**config.mk**
```make
export PLATFORM = sky130hd
export DESIGN_NAME = output_readout_scheduler
export DESIGN_NICKNAME = d
export VERILOG_FILES = /design/src/rtl/output_readout_scheduler.sv
export SDC_FILE = /design/constraint.sdc
export NUM_CORES = 1
export LEC_CHECK = 0
export CAP_MARGIN = 10
export CORE_ASPECT_RATIO = 0.5
export CORE_MARGIN = 5
export CORE_UTILIZATION = 47
export DETAILED_ROUTE_END_ITERATION = 6
export GPL_TIMING_DRIVEN = 0
export HOLD_SLACK_MARGIN = 0.12
export PLACE_DENSITY = 0.87
export SYNTH_ARGS = -nofsm -noshare
export SYNTH_HDL_FRONTEND = slang
export SYNTH_SLANG_ARGS = --single-unit
```
**constraint.sdc**
```tcl
create_clock -name clk -period 3.7 [get_ports clk]
set_clock_uncertainty 0.05 [all_clocks]
set_input_delay 0.74 -clock clk [delete_from_list [all_inputs] [get_ports clk]]
set_output_delay 0.74 -clock clk [all_outputs]
set_load 0.05 [all_outputs]
```
**src/rtl/output_readout_scheduler.sv**
```systemverilog
// Output readout scheduler: reads one row from every output BRAM at once,
// buffers it, then streams the row word by word over an AXI-Stream master.
module output_readout_scheduler #(
    parameter int DW         = 16,
    parameter int NUM_BRAMS  = 16,
    parameter int ADDR_WIDTH = 9,
    parameter int DEPTH      = 512
) (
    input  logic                            clk,
    input  logic                            rst_n,
    input  logic                            start,
    input  logic [ADDR_WIDTH:0]             num_rows,
    input  logic                            abort,
    output logic                            ext_read_mode,
    output logic [NUM_BRAMS-1:0]            ext_read_en,
    output logic [NUM_BRAMS*ADDR_WIDTH-1:0] ext_read_addr_flat,
    input  logic [NUM_BRAMS*DW-1:0]         bram_read_data_flat,
    output logic [DW-1:0]                   m_axis_tdata,
    output logic                            m_axis_tvalid,
    input  logic                            m_axis_tready,
    output logic                            m_axis_tlast,
    output logic                            busy,
    output logic                            done
);

    localparam int WW = (NUM_BRAMS > 1) ? $clog2(NUM_BRAMS) : 1;
    localparam logic [WW-1:0]       WLast   = WW'(NUM_BRAMS - 1);
    localparam logic [ADDR_WIDTH:0] RowsMax = (ADDR_WIDTH + 1)'(DEPTH);

    typedef enum logic [2:0] {StIdle, StRead, StCapture, StStream, StFinish} state_e;

    state_e                state_q;
    logic [ADDR_WIDTH-1:0] r_q;
    logic [ADDR_WIDTH:0]   rows_q;
    logic [WW-1:0]         w_q;
    logic [DW-1:0]         row_q [NUM_BRAMS];

    logic last_row;
    logic last_word;
    logic hs;

    assign last_row  = ({1'b0, r_q} == (rows_q - (ADDR_WIDTH + 1)'(1)));
    assign last_word = (w_q == WLast);
    assign hs        = (state_q == StStream) && m_axis_tready;

    always_ff @(posedge clk or negedge rst_n) begin
        if (!rst_n) begin
            state_q <= StIdle;
            r_q     <= '0;
            rows_q  <= '0;
            w_q     <= '0;
            for (int k = 0; k < NUM_BRAMS; k++) begin
                row_q[k] <= '0;
            end
        end else begin
            unique case (state_q)
                StIdle: begin
                    if (start) begin
                        r_q     <= '0;
                        w_q     <= '0;
                        rows_q  <= (num_rows > RowsMax) ? RowsMax : num_rows;
                        state_q <= (num_rows == '0) ? StFinish : StRead;
                    end
                end
                StRead: begin
                    state_q <= abort ? StFinish : StCapture;
                end
                StCapture: begin
                    for (int k = 0; k < NUM_BRAMS; k++) begin
                        row_q[k] <= bram_read_data_flat[k*DW +: DW];
                    end
                    state_q <= abort ? StFinish : StStream;
                end
                StStream: begin
                    // A handshake in the abort cycle still counts; abort only steers the state.
                    if (hs) begin
                        if (last_word) begin
                            w_q <= '0;
                            if (!last_row) begin
                                r_q <= r_q + ADDR_WIDTH'(1);
                            end
                        end else begin
                            w_q <= w_q + WW'(1);
                        end
                    end
                    if (abort) begin
                        state_q <= StFinish;
                    end else if (hs && last_word) begin
                        state_q <= last_row ? StFinish : StRead;
                    end
                end
                StFinish: begin
                    state_q <= StIdle;
                end
                default: begin
                    state_q <= StIdle;
                end
            endcase
        end
    end

    // Outputs decode flops only, so no input reaches an output combinationally.
    assign ext_read_mode      = (state_q == StRead) || (state_q == StCapture) ||
                                (state_q == StStream);
    assign ext_read_en        = {NUM_BRAMS{state_q == StRead}};
    assign ext_read_addr_flat = {NUM_BRAMS{r_q}};
    assign m_axis_tvalid      = (state_q == StStream);
    assign m_axis_tdata       = m_axis_tvalid ? row_q[w_q] : '0;
    assign m_axis_tlast       = m_axis_tvalid && last_word && last_row;
    assign busy               = (state_q != StIdle);
    assign done               = (state_q == StFinish);

endmodule
```
Word level (Yosys, flattened, before mapping)
Cells that the tools add are included. W data, S select, Z words.

$add $sub $neg: 3. Multiply operators: 0. Divide/modulo/power cells: 0. $lt $le $gt $ge: 2. Equal/unequal tests: 11. Shift operators: 0. Mux-type cells: 22. Bitwise operators: 1. Reductions and logical operators: 14.

Operators with widths (count): $bmux W16 S4 (1); $mux W16 (3); $mux W9 (4); $mux W3 (7); $pmux W9 S2 (1); $mux W4 (3); $pmux W3 S4 (1); $eq A9 B10 Y1 (1); $gt A10 B10 Y1 const B (1); $logic_not A10 Y1 (1); $mux W10 (1); $sub A10 B1 Y10 const B (1); $add A9 B1 Y9 const B (1); $pmux W4 S2 (1); $eq A3 B2 Y1 const B (2); $ge A5 B5 Y1 const B (1); $not A4 Y5 (1); $reduce_and A5 Y1 (1); $add A4 B1 Y4 const B (1); $eq A4 B4 Y1 const B (1); $logic_and A1 B1 Y1 (4); $ne A2 B1 Y1 const B (2); $ne A2 B2 Y1 const B (2); $reduce_and A2 Y1 (2); other kinds (8) (9).

Register bits after elaboration: 282. Bits in latches: 0. Bits in writable memories: 0. ROM bits: 0. Output and inout port bits: 181. Word-level logic and storage cells: 73. Memories: 0.

Longest topological paths before layout
Depth after elaboration: 6. Depth in mapped cells: 10. Gate-level depth less buffers: 9.

Least setup slack after synthesis
OpenSTA, ideal clock, no wires.

Path kind: register -> output. From: reg state_q[0]. To: out ext_read_en[10]. Arrival: 2919 ps. Data required time: 2910 ps. Path slack: -9 ps. Cell stages (with the launch flop): 4. Path buffers: 2. Cell sequence: dfrtp_1 -> buf_2 -> nor3b_1 -> buf_4.

Word-level cells in the longest chain between the ends: 1.

Ends and longest elaborated chain: start: declaration (RTL line 32) `state_e state_q;`; start signal: assignment (RTL line 48) `state_q <= StIdle;`; start signal: assignment (RTL line 62) `state_q <= (num_rows == '0) ? StFinish : StRead;`; start signal: assignment (RTL line 66) `state_q <= abort ? StFinish : StCapture;`; $eq A3 B1 Y1 (RTL line 105) `assign ext_read_en = {NUM_BRAMS{state_q == StRead}};`; end: declaration (RTL line 15) `output logic [NUM_BRAMS-1:0] ext_read_en,`.

No other way between the ends.

Worst setup path in the final report
From: reg w_q[0]. To: out m_axis_tdata[15].

Word-level cells in the longest chain between the ends: 5.

Ends and longest elaborated chain: start: declaration (RTL line 35) `logic [WW-1:0] w_q;`; start signal: assignment (RTL line 83) `w_q <= w_q + WW'(1);`; $not A4 Y5 (implied by the code) (RTL line 108) `assign m_axis_tdata = m_axis_tvalid ? row_q[w_q] : '0;`; $bmux W16 S4 (RTL line 108); $mux W16 (implied by the code) (2 in series) (RTL line 108); $mux W16 (RTL line 108); end: declaration (RTL line 18) `output logic [DW-1:0] m_axis_tdata,`.

No other way between the ends. The select of a mux whose other input is x is not followed.

==> results_dict.tcl <==
set metrics [dict create \
    clockBufferDepth 3 \
    fmax_mhz 275 \
    startpoint_type "register" \
    ant_nets 0 \
    synth.avg_cell_area_um2 14.1 \
    reg2reg_from "state_q[2]" \
    synth_edf_count 0 \
    die_w_um 256 \
    h-tree-depth 1 \
    cts_inserted_buffers 26 \
    place.gp.congestion 0.930 \
    synth.yosys.seq_area_share_pct 49.4 \
    syn_to_final_growth_pct 42.7 \
    synthesis.nets 1286 \
    holdCritPathClass "in -> async" \
    finalSetupTns_ns 0 \
    ys_ff_latch 282 \
    rrSetupSlack_ns 0.77 \
    synth_async_sr_flop_share_pct 100 \
    grt_pass1_vias 11200 \
    power.density_nw_per_um2 724 \
    clkTransAtPathRegs_ns 0.06 \
    cp-end-kind "primary output" \
    r2r_end "row_q[0]" \
    cp_max_fo 10 \
    numClockSinks 282 \
    drive_above_1_share_pct 39.1 \
    max-vdd-ir-drop_mv 0.395 \
    track_usage_pct 25.1 \
    maxCapViolCount 0 \
    clk_latency_ns 0.55 \
    period_needed_ns 3.63 \
    dp_slack_ns -0.703 \
    cts_tree "yes" \
    initial_core_util_pct 47.4 \
    hold_viol 0 \
    synth_area_um2 14300 \
    antenna_found_initial 12 \
    crit_arrival_ns 2.84 \
    rows 45 \
    grt_max_degree 112 \
    fin_crit_sh_pct 98.2 \
    leakagePower_nw 8.37 \
    grt_overflow 0 \
    fill_cells 2091 \
    core_um2 30100 \
    ys_warn_count 0 \
    tightest_slew_ns 0.926 \
    io-pin-count 452 \
    ys_types 50 \
    avgRoutedWirePerCell_um 23.1 \
    synth_ff_type "dfrtp_1" \
    grt_pass1_wl_um 66200 \
    critPathKind "reg -> out" \
    slew_violations 0 \
    die_h_um 133 \
    slew_headroom_pct 38.3 \
    drtIter0Drc 725 \
    setup_viol 0 \
    place_hpwl_um 34600 \
    vias 10300 \
    via_per_inst 5.35 \
    worst-endpoint-required_ns 2.91 \
    dieArea_um2 34200 \
    ff2ff_path_depth 5 \
    wl_um 44500 \
    drtPass1Iterations 5 \
    syn_inst 1012 \
    status "finished, final reports clean" \
    fin_nets 1772 \
    setup_slack_ns 0.0672 \
    clockRootBuffer "clkbuf_16" \
    port_buffers 451 \
    drc_errors 0 \
]
worst max path at each step:
stage,cells after the start,from,end,slack [ns]
after floorplan,6,r_q[6],m_axis_tlast,0.50
after global placement,1,rst_n,row_q[201],-9.63
after detailed placement,6,w_q[1],m_axis_tdata[2],-0.70
after CTS,6,w_q[1],m_axis_tdata[4],0.004
after global routing,7,r_q[2],m_axis_tlast,-0.02
final,6,w_q[0],m_axis_tdata[15],0.07
placed cells by master (no fill, tap or decap), types with 5 or more instances in the layout:
master and instances:
a21oi_1 10, a31oi_1 5, and2_1 19, buf_2 18, buf_4 161, clkbuf_1 43
clkbuf_16 27, clkbuf_8 7, clkdlybuf4s50_1 432, clkinv_2 5, dfrtp_1 278, diode_2 10
inv_1 6, mux2_2 257, mux4_2 80, nand2_1 29, nand3_1 9, nand3b_1 11
nor2_1 13, nor3_1 9, o21ai_0 7, xnor2_1 10
power by group:
| group | total [mW] | leakage [nW] | switching [mW] | internal, mW |
|---|---|---|---|---|
| Combinational | 6.36 | 4.55 | 2.85 | 3.51 |
| Clock | 2.89 | 0.441 | 1.21 | 1.68 |
| Sequential | 5.49 | 3.38 | 0.878 | 4.61 |
| Total | 14.7 | 8.37 | 4.94 | 9.80 |
Yosys cell counts, types with 2 or more instances:
master	number	share of area, %
o21ai_0	7	0.25
buf_1	3	0.079
inv_1	6	0.16
mux2_2	257	20
nor3b_1	4	0.21
nand2b_1	2	0.088
buf_2	7	0.25
nand3b_1	11	0.58
nor2_1	13	0.34
nor4_4	2	0.30
clkbuf_1	48	1.3
a21oi_1	10	0.35
nand2_1	29	0.76
nand4_1	4	0.18
xor2_1	2	0.12
o31ai_1	5	0.26
nor3_1	9	0.32
xnor2_1	10	0.61
mux4_2	80	13
or4_1	3	0.16
or3_1	4	0.18
nand3_1	9	0.32
and3_1	2	0.088
buf_4	151	7.9
dfrtp_1	282	49
and2_1	19	0.83
ha_1	3	0.26
or2_2	3	0.13
o211ai_1	2	0.11
a31oi_1	5	0.22
cells by family after synthesis:
family          synth area share (%)
flops                           49.4
compound gates                  1.87
xor+xnor                       0.736
simple gates                    5.02
fa+ha+maj                      0.263
buf+inv                         9.69
mux                             33.0
per-stage QoR:
step / utilization [%] / instance area [um2] / total power, mW / hold WS, ns / cells
after global routing: 67.6 / 20400 / 15.4 / 0.204 / 1927
after CTS: 67.6 / 20400 / 14.7 / 0.199 / 1915
after floorplan: - / 14300 / 9.69 / 0.394 / 1012
final: 67.6 / 20400 / 14.7 / 0.160 / 1927
after detailed placement: 64.2 / 19300 / 11.7 / 0.441 / 1864
after global placement: 64.0 / 19300 / 11.4 / 0.434 / 1862
layer usage:
layer  GRT usage, %  wire length, um  up-vias
li1               -                -     4517
met1           29.0            16600     5270
met2           44.4            22800      403
met3           6.69             3050      107
met4           11.2             2070        4
met5              0               27        -
what timing repair did:
action,CTS,global route
hold buffers,0,0
resized for setup,116,22
buffers inserted,4,2
hold endpoints to repair,0,0
pin swaps,2,0
setup endpoints to repair,34,14
sequential cells by signal, indices dropped and copies added, names as in the netlist:
register	cells
row_q	256
rows_q	10
r_q	9
w_q	4
state_q	3
final cells by class:
cell class | instances | area [um2] | share of cell area [%]
Antenna cell | 10 | 25.0 | 0.123
Buffer | 208 | 1450 | 7.11
Clock buffer | 35 | 736 | 3.61
Clock inverter | 13 | 176 | 0.866
Inverter | 6 | 22.5 | 0.111
Multi-Input combinational cell | 515 | 5850 | 28.7
Sequential cell | 282 | 7060 | 34.7
Tap cell | 399 | 499 | 2.45
Timing Repair Buffer | 459 | 4550 | 22.3
worst max-delay path, stage by stage, from the launching register on:
cell             delay [ns]
dfrtp_2                0.43
buf_6                  0.16
buf_8                  0.19
mux4_2                 0.51
mux4_2                 0.48
and2_1                 0.17
clkdlybuf4s15_2        0.36
Note: power is estimated with default switching activity, not from simulation.
